$ cat src/rtl/mm_pkg.sv
// Shared types and defaults for the matrix-multiply BRAM sequencer.
// Matrices are row-major: element (i,j) sits at flat index i*N+j.
package mm_pkg;

    localparam int N_DEF  = 2;
    localparam int DW_DEF = 32;
    localparam int AW_DEF = 13;

    typedef enum logic [2:0] {
        IDLE    = 3'd0,
        RD_X    = 3'd1,
        RD_Y    = 3'd2,
        COMPUTE = 3'd3,
        WR      = 3'd4,
        DONE    = 3'd5
    } state_t;

    function automatic int elem_idx(input int i, input int j, input int n);
        return i * n + j;
    endfunction

endpackage

$ cat src/rtl/mm_bram_rd_slot.sv
// Issue/wait/capture timer for one BRAM read: one issue cycle, then RD_LAT
// wait cycles, with capture asserted on the last wait cycle.
module mm_bram_rd_slot #(
    parameter int RD_LAT = 1
) (
    input  logic clk,
    input  logic rst,
    input  logic go,
    output logic issue,
    output logic capture
);

    localparam int CW = $clog2(RD_LAT + 1);

    logic [CW-1:0] cnt;

    assign issue   = go && (cnt == '0);
    assign capture = go && (cnt == CW'(RD_LAT));

    always_ff @(posedge clk or negedge rst) begin
        if (!rst) begin
            cnt <= '0;
        end else if (!go || capture) begin
            cnt <= '0;
        end else begin
            cnt <= cnt + 1'b1;
        end
    end

endmodule

$ cat src/rtl/mm_bram_sequencer.sv
// Job sequencer owning the accelerator's single BRAM port: fetch X and Y,
// run the multiply core, then write OUT back. The core never sees BRAM.
module mm_bram_sequencer
    import mm_pkg::*;
#(
    parameter int N       = N_DEF,
    parameter int DW      = DW_DEF,
    parameter int AW      = AW_DEF,
    parameter int RD_LAT  = 1,
    parameter int TIMEOUT = 1024
) (
    input  logic              clk,
    input  logic              rst,
    input  logic              start,
    input  logic [AW-1:0]     x_base,
    input  logic [AW-1:0]     y_base,
    input  logic [AW-1:0]     out_base,
    output logic              busy,
    output logic              done,
    output logic              err,
    output logic [AW-1:0]     bram_addr,
    output logic              bram_clk,
    output logic [DW-1:0]     bram_din,
    input  logic [DW-1:0]     bram_dout,
    output logic              bram_en,
    output logic              bram_we,
    output logic [N*N*DW-1:0] core_x,
    output logic [N*N*DW-1:0] core_y,
    output logic              core_rst,
    input  logic [N*N*DW-1:0] core_out,
    input  logic              core_done,
    output logic [2:0]        dbg_state
);

    localparam int NN = N * N;
    localparam int IW = $clog2(NN + 1);
    localparam int TW = (TIMEOUT > 1) ? $clog2(TIMEOUT) : 1;

    state_t            state, state_nxt;
    logic [IW-1:0]     idx;
    logic [TW-1:0]     tmo_ctr;
    logic [AW-1:0]     x_base_q, y_base_q, out_base_q;
    logic [NN*DW-1:0]  x_q, y_q, res_q;
    logic              rd_go, rd_issue, rd_capture;
    logic              last_elem, tmo_hit;

    assign rd_go     = (state == RD_X) || (state == RD_Y);
    assign last_elem = (idx == IW'(NN - 1));
    assign tmo_hit   = (tmo_ctr == TW'(TIMEOUT - 1));

    mm_bram_rd_slot #(.RD_LAT(RD_LAT)) u_rd_slot (
        .clk     (clk),
        .rst     (rst),
        .go      (rd_go),
        .issue   (rd_issue),
        .capture (rd_capture)
    );

    always_comb begin
        state_nxt = state;
        case (state)
            IDLE:    if (start) state_nxt = RD_X;
            RD_X:    if (rd_capture && last_elem) state_nxt = RD_Y;
            RD_Y:    if (rd_capture && last_elem) state_nxt = COMPUTE;
            COMPUTE: if (core_done) state_nxt = WR;
                     else if (tmo_hit) state_nxt = DONE;
            WR:      if (last_elem) state_nxt = DONE;
            DONE:    state_nxt = IDLE;
            default: state_nxt = IDLE;
        endcase
    end

    always_ff @(posedge clk or negedge rst) begin
        if (!rst) begin
            state      <= IDLE;
            idx        <= '0;
            tmo_ctr    <= '0;
            err        <= 1'b0;
            x_base_q   <= '0;
            y_base_q   <= '0;
            out_base_q <= '0;
            x_q        <= '0;
            y_q        <= '0;
            res_q      <= '0;
        end else begin
            state   <= state_nxt;
            tmo_ctr <= (state == COMPUTE) ? tmo_ctr + 1'b1 : '0;
            case (state)
                IDLE: begin
                    idx <= '0;
                    if (start) begin
                        x_base_q   <= x_base;
                        y_base_q   <= y_base;
                        out_base_q <= out_base;
                        err        <= 1'b0;
                    end
                end
                RD_X, RD_Y: begin
                    if (rd_capture) begin
                        if (state == RD_X) x_q[int'(idx)*DW +: DW] <= bram_dout;
                        else               y_q[int'(idx)*DW +: DW] <= bram_dout;
                        idx <= last_elem ? '0 : idx + 1'b1;
                    end
                end
                COMPUTE: begin
                    idx <= '0;
                    // core_done wins over a timeout landing on the same cycle
                    if (core_done)    res_q <= core_out;
                    else if (tmo_hit) err   <= 1'b1;
                end
                WR:      idx <= last_elem ? '0 : idx + 1'b1;
                default: idx <= '0;
            endcase
        end
    end

    always_comb begin
        bram_en   = 1'b0;
        bram_we   = 1'b0;
        bram_addr = '0;
        bram_din  = '0;
        case (state)
            RD_X: begin
                bram_en   = rd_issue;
                bram_addr = x_base_q + AW'(idx);
            end
            RD_Y: begin
                bram_en   = rd_issue;
                bram_addr = y_base_q + AW'(idx);
            end
            WR: begin
                bram_en   = 1'b1;
                bram_we   = 1'b1;
                bram_addr = out_base_q + AW'(idx);
                bram_din  = res_q[int'(idx)*DW +: DW];
            end
            default: ;
        endcase
    end

    assign busy      = (state != IDLE);
    assign done      = (state == DONE);
    assign core_rst  = (state != COMPUTE);
    assign core_x    = x_q;
    assign core_y    = y_q;
    assign bram_clk  = clk;
    assign dbg_state = state;

endmodule
$ cat config.mk
export PLATFORM = sky130hd
export DESIGN_NAME = mm_bram_sequencer
export DESIGN_NICKNAME = d
export VERILOG_FILES = /design/src/rtl/mm_pkg.sv /design/src/rtl/mm_bram_rd_slot.sv /design/src/rtl/mm_bram_sequencer.sv
export SDC_FILE = /design/constraint.sdc
export NUM_CORES = 1
export LEC_CHECK = 0
export ABC_AREA = 1
export CAP_MARGIN = 30
export CORE_AREA = 4 4 222 224
export DETAILED_ROUTE_END_ITERATION = 6
export DIE_AREA = 0 0 226 228
export GPL_TIMING_DRIVEN = 0
export PLACE_DENSITY_LB_ADDON = 0.05
export SYNTH_ARGS = -nofsm -noshare
export SYNTH_HDL_FRONTEND = slang
export SYNTH_SLANG_ARGS = --single-unit
export TNS_END_PERCENT = 10
$ cat constraint.sdc
create_clock -name clk -period 9 [get_ports clk]
set_input_delay 1.8 -clock clk [delete_from_list [all_inputs] [get_ports clk]]
set_output_delay 1.8 -clock clk [all_outputs]
set_load 0.01 [all_outputs]
======== Yosys cells after proc, flatten, opt, wreduce, memory -nomap -nowiden ========
Index checks and enable logic that the tools add are counted.
storage, ports and cells
  output and inout bits ................... 311
  word-level logic and storage cells ...... 77
  register bits ........................... 441
cells by class
  reduce and logical (&&, ||, !) cells .... 16
  $add $sub $neg .......................... 7
  equal/unequal tests ..................... 16
  shift operators ......................... 3
  muxes and demuxes ....................... 22
  bitwise logic cells ..................... 2
operators by type and width
  cell                       count
  $bwmux 128                 2
  $shift 32x33->128 const A  1
  $shiftx 128x9->32          1
  $shiftx 32x33->128         1
  $add 13x3->13              3
  $pmux 13 s3                1
  $neg 8->33                 1
  $mux 32                    1
  $mux 3                     8
  $pmux 3 s5                 1
  $add 10x1->10 const B      1
  $eq 10x10->1 const B       1
  $mux 10                    1
  $eq 3x2->1 const B         3
  $ne 2x2->1 const B         4
  $eq 3x3->1 const B         2
  $ne 2x1->1 const B         3
  $pmux 3 s2                 1
  $reduce_and 3->1           2
  $mux 1                     5
  $reduce_and 5->1           1
  $pmux 1 s2                 2
  $reduce_and 2->1           2
  $reduce_and 4->1           1
  other kinds (13)           17

======== Depth between registers and ports, before layout ========
Gate-level depths: netlist of run 1.
  depth after elaboration ................. 6
  gate-level depth with buffers ........... 16
  gate-level depth less buffers ........... 15

======== Cells and area by module ========
A second synthesis of run 1 with hierarchy kept.
second synthesis, totals
  cells, all modules ...................... 1850
  area total of the unflattened synthesis .. 18373.9 sq um
by module, submodules not included
  module             times used  cells an instance  seq. area each (sq um)  area each (sq um)
  mm_bram_sequencer  1           1845               11010.6                 18331.3
  mm_bram_rd_slot    1           5                  25.0                    42.5

==> flow_summary.toml, run 1 <==
[outcome]
status = "complete, no violations"

[global_route]
grtUsageTotal_pct = 25.60
antenna_found_initial = 14
first_global_vias = 15830
grt_start_max_net_pins = 122
grt_pass1_wl_um = 100100
grt.overflow.total = 0

[layout]
final_cell_mix = "clkdlybuf4s50_1 (512), nand2_1 (448), dfrtp_1 (441)"
multi_input_area_mm2 = 0.006894
drive_above_1_share_pct = 12.36
layout_commonest_cell = "clkdlybuf4s50_1"
fin_nets = 2647
nFillCells = 4283
seqCellArea_mm2 = 0.01104
finalInstanceArea_mm2 = 0.02670
syn2layout_area_growth_pct = 41.93
fin_util_pct = 56.39

[die]
dieArea_mm2 = 0.05153
io_pins = 514
die_x_um = 226
die_y_um = 228
initial_core_util_pct = 39.73
fp-row-count = 80
core_area_mm2 = 0.04735

[logic_synthesis]
seq_area_frac_synth_pct = 58.66
synth_area_mm2 = 0.01881
synthCells = 1864
ys_types = 34
syn_area_per_cell_um2 = 10.09
syn_nets = 2076
yosys_register_bits = 441
yosys_warnings = 0

[critical_path]
path_max_fanout = 2
critPathKind = "clk -> out"
critPathLaunchType = "clock port"
critPathCaptureType = "output port"
cp.required_ns = 7.20
arrival_ns = 5.33

[timing]
finalSetupViolations = 0
slew_viol_final = 0
rsz0062_at_grt = "no"
skew_ns = 0.02145
hold_viol = 0
worst_pin_slew_ns = 0.7656
relSlewSlack_pct = 48.96

[cts]
cts-resized-gates = 0
insertion_delay_ns = 0.70
cts_setup_buffers = 0
cts_tree = "built"
hold_buffers = 0
cts.clk_slew.worst_paths_ns = 0.05

[job]
maxCapViolCount = 0

[place]
placed_area_mm2 = 0.02483
hpwl_um = 52260
portBuffers = 513
gp_congestion = 0.8601

[route]
first_pass_iters = 7
drc = 0
drt_iter0_markers = 1073
wl_um = 67730
vias_per_cell = 5.056
antenna_left = 0
wire_per_inst_um = 21.88
num_vias = 15650

[worst_hold_path]
hp-class = "reg -> reg"

[power_and_ir_drop]
p_per_area_mw_per_mm2 = 296.7
total_power_uw = 7921
peakVddDrop_uv = 164.6
power.leakage_uw = 0.01256
flip-flops by register name (all words and copies together) (netlist names):
signal,count
core_x,128
core_y,128
dbg_state,3
err,1
idx,3
out_base_q,13
res_q,128
tmo_ctr,10
u_rd_slot.cnt,1
x_base_q,13
y_base_q,13
routing by layer:
metal  global-route usage (%)  vias to the layer above  share of wire (%)
li1                         -                     7254                  -
met1                    31.95                     7752                 40
met2                    42.58                      517                 49
met3                    7.958                      113                7.6
met4                    8.136                       16                3.1
met5                        0                        -               0.15
final cells by class:
cell class                      count  share of cell area [%]
Sequential cell                   441                   41.33
Multi-Input combinational cell   1224                   25.82
Antenna cell                        5                 0.04686
Timing Repair Buffer              516                   19.63
Clock buffer                       80                   6.087
Tap cell                          615                   2.882
Inverter                           95                   1.336
Clock inverter                     16                  0.8998
Buffer                            104                   1.968
metrics by stage:
step	setup slack, ns	hold slack, ns	cells	setup TNS (ns)
floorplan	2.581	0.4231	1864	0
global placement	-13.58	0.4362	2992	-5961.48
detailed placement	2.138	0.4376	2996	0
CTS	1.864	0.4444	3091	0
global route	1.861	0.4637	3092	0
finish	1.873	0.4411	3096	0
cell families after synthesis:
| family | after synthesis | synth area share [%] |
|---|---|---|
| AOI/OAI and AO/OA | 365 | 9.824 |
| xor gates and xnor gates | 3 | 0.1397 |
| adders and majority gates | 9 | 0.6385 |
| buffers and inverters | 199 | 4.689 |
| DFF | 441 | 58.66 |
| muxes | 158 | 11.65 |
| and+or+nand+nor | 689 | 14.39 |
where the power goes:
part | switching, uW | total, uW | internal (uW)
Sequential | 332 | 2870 | 2540
Clock | 842 | 2260 | 1420
Combinational | 1420 | 2790 | 1380
path summary, 6_finish.rpt:
kind	slack, ns	cells after the start	startpoint	to
max	1.87	4	clk	bram_clk
min	0.44	1	u_rd_slot.cnt	u_rd_slot.cnt
max reg2reg	5.29	16	idx[0]	core_x[81]
min reg2reg	0.44	1	u_rd_slot.cnt	u_rd_slot.cnt
max in group asynchronous	6.44	3	rst	core_y[93]
min in group asynchronous	1.04	1	rst	core_y[47]
Yosys cell counts:
master	n	area (um2)
dfrtp_1	441	11040
o21ai_0	294	1471
nor2_2	5	31.28
or2_2	1	6.260
inv_1	83	311.6
a31oi_1	1	6.260
nor2_1	178	668.1
nand2_1	448	1682
o211ai_1	1	7.510
nor3_4	1	16.27
mux2_4	110	1652
o21bai_1	1	7.510
clkbuf_1	66	247.7
xnor2_1	1	8.760
o31ai_1	2	15.01
buf_2	12	60.06
o22ai_1	2	12.51
buf_1	7	26.28
nand3_2	3	30.03
nor3_1	21	105.1
a21oi_1	46	230.2
buf_6	13	146.4
ha_1	8	100.1
nand3_1	26	130.1
inv_2	12	45.04
o221ai_1	2	17.52
mux2_2	48	540.5
nand2_2	3	18.77
nand3b_1	1	7.510
buf_4	6	45.04
fa_1	1	20.02
xor2_1	2	17.52
nand4_1	2	12.51
o21ai_1	16	80.08
worst max-delay path, stage by stage:
cell and delay, ns:
clkbuf_16 0.12, clkbuf_16 0.13, buf_4 0.11, clkdlybuf4s50_1 0.47
Power figures use the tool's default switching activity.
==> run 2: changes to the inputs <==
==> constraint.sdc (replaced) <==
create_clock -name clk -period 6.8 [get_ports clk]
set_input_delay 1.36 -clock clk [delete_from_list [all_inputs] [get_ports clk]]
set_output_delay 1.36 -clock clk [all_outputs]
set_load 0.01 [all_outputs]
==> results of run 2 <==
The final DEF is identical to that of run 1. Status: complete, no violations.
Among the figures that moved: setup slack after placement 2.138 ns -> 1.478 ns; setup slack after layout 1.873 ns -> 1.213 ns; register-to-register setup slack 5.29 ns -> 3.09 ns; total power 7921 uW -> 10480 uW; worst IR drop on VDD 164.6 uV -> 217.9 uV
==> run 3: changes to the inputs <==
==> constraint.sdc (replaced) <==
create_clock -name clk -period 4.68 [get_ports clk]
set_input_delay 0.936 -clock clk [delete_from_list [all_inputs] [get_ports clk]]
set_output_delay 0.936 -clock clk [all_outputs]
set_load 0.01 [all_outputs]
==> run 3 against run 2 <==
  * Global-route usage barely moved
  * Routed wire length hardly changed
  * Clock power grew 45%
  * Combinational power rose by 45%
  * Utilization is essentially flat
  * Worst hold slack got worse by 0.27 ns
  * Final area about the same
  * Total power up 45%
==> flow_summary.toml, run 3 (same netlist as run 1, synthesis figures left out) <==
[timing]
worst_pin_slew_ns = 0.7660
timing.final.crit_share_pct = 98.10
hold_viol = 0
slew_viol_final = 0
max_freq_mhz = 217.8
finalSetupViolations = 0
whs_ns = 0.1723
rsz0062_at_grt = "yes"
setup_ws_ns = 0.08905
period_needed_ns = 4.591
skew_ns = 0.01965
relSlewSlack_pct = 48.93

[die]
dieArea_mm2 = 0.05153
io_pins = 514
die_x_um = 226
fp-row-count = 80
initial_core_util_pct = 39.73
core_area_mm2 = 0.04735
die_y_um = 228

[route]
first_pass_iters = 6
num_vias = 15620
drc = 0
drt_iter0_markers = 1084
vias_per_cell = 5.046
wl_um = 67750
wire_per_inst_um = 21.88
antenna_left = 0

[cts]
cts.clk_slew.worst_paths_ns = 0.06
cts_tree = "built"
insertion_delay_ns = 0.70

[critical_path]
path_max_fanout = 10
arrival_ns = 3.65
critPathKind = "reg -> out"
critPathLaunchType = "flip-flop"
cp.required_ns = 3.74
critPathCaptureType = "output port"

[layout]
layout_commonest_cell = "clkdlybuf4s50_1"
fin_nets = 2647
nFillCells = 4279
syn2layout_area_growth_pct = 42.05
multi_input_area_mm2 = 0.006908
drive_above_1_share_pct = 12.64
seqCellArea_mm2 = 0.01104
finalInstanceArea_mm2 = 0.02672
final_cell_mix = "clkdlybuf4s50_1 (506), nand2_1 (448), dfrtp_1 (438)"

[global_route]
antenna_found_initial = 14
first_global_vias = 15840
grtUsageTotal_pct = 25.61
grt_pass1_wl_um = 100200
grt.overflow.total = 0
grt_start_max_net_pins = 122

[place]
hpwl_um = 52260
gp_congestion = 0.8601
portBuffers = 513
pre_cts_slack_ns = 0.4959
placed_area_mm2 = 0.02483

[power_and_ir_drop]
peakVddDrop_uv = 316.2
power.leakage_uw = 0.01262
p_per_area_mw_per_mm2 = 570.0
switchingPower_uw = 4990
p_clk_share_pct = 28.5
p_int_uw = 10240
combPwrFrac_pct = 35.2
power_switching_share_pct = 32.76
sequentialPowerShare_pct = 36.3

[worst_hold_path]
hp-class = "in -> async"

[outcome]
status = "complete, no violations"

[job]
maxCapViolCount = 0
run 3: cell types whose count changed in the layout (fill, tap and decap cells not counted), moves of 2 or more:
| cell | change |
|---|---|
| dfrtp_2 | +3 |
| dfrtp_1 | -3 |
| dlygate4sd2_1 | +3 |
| nor2_1 | -2 |
| clkdlybuf4s50_1 | -6 |
| dlymetal6s2s_1 | +3 |
run 3: cell type report:
cell class	count	area share [%]
antenna	5	0.04682
buffer	104	1.971
clock buffer	80	6.082
clock inverter	16	0.8990
inverter	95	1.334
multi-input combinational	1224	25.85
sequential	441	41.31
tap	615	2.880
timing repair buffer	516	19.62
run 3: power by group through the flow:
stage,registers [uW],logic [uW],clock network [uW]
CTS,5510,5430,4430
global route,5640,5850,4580
global placement,5560,5320,33.6
floorplan,5570,2760,17.6
finish,5520,5360,4340
detailed placement,5560,5420,33.6
run 3: per-layer routing:
layer,up-vias,GRT usage (%),wire (um)
li1,7249,-,-
met1,7725,31.96,27250
met2,517,42.60,32980
met3,116,7.958,5260
met4,16,8.136,2153
met5,-,0,104
run 3: per-stage QoR:
stage               cells  power [uW]  setup TNS, ns  util [%]
finish               3096       15230              0     56.44
detailed placement   2996       11010              0     52.45
floorplan            1864        8352              0         -
global route         3092       16070        -0.4835     56.42
CTS                  3091       15370       -0.07561     56.39
global placement     2992       10920       -7485.58     52.20
run 3: worst paths after layout:
| path | cells after the start | slack [ns] | from | to |
|---|---|---|---|---|
| hold reg to reg | 1 | 0.44 | u_rd_slot.cnt | u_rd_slot.cnt |
| setup / recovery | 15 | 0.09 | dbg_state[0] | bram_addr[11] |
| hold / removal | 1 | 0.17 | rst | core_y[47] |
| setup reg to reg | 16 | 0.98 | idx[0] | core_x[82] |
| min in group clk | 1 | 0.44 | u_rd_slot.cnt | u_rd_slot.cnt |
| max in group asynchronous | 3 | 3.01 | rst | res_q[55] |
run 3: timing repair:
item	in CTS	in global routing
gates resized for setup	10	4
hold buffers	0	0
setup endpoints to repair	8	8
pin swaps	1	2
setup buffers	0	0
run 3: worst max-delay path, cell delays in order (launching register included):
cell and delay, ns:
dfrtp_2 0.45, inv_2 0.14, nand3_2 0.13, buf_6 0.17
nand2_2 0.16, inv_1 0.09, a21oi_2 0.21, inv_1 0.06
ha_1 0.28, nand3_1 0.07, nand2_1 0.12, nand3_1 0.13
nor2_2 0.17, a21oi_1 0.10, nor2_1 0.15, clkdlybuf4s50_1 0.56
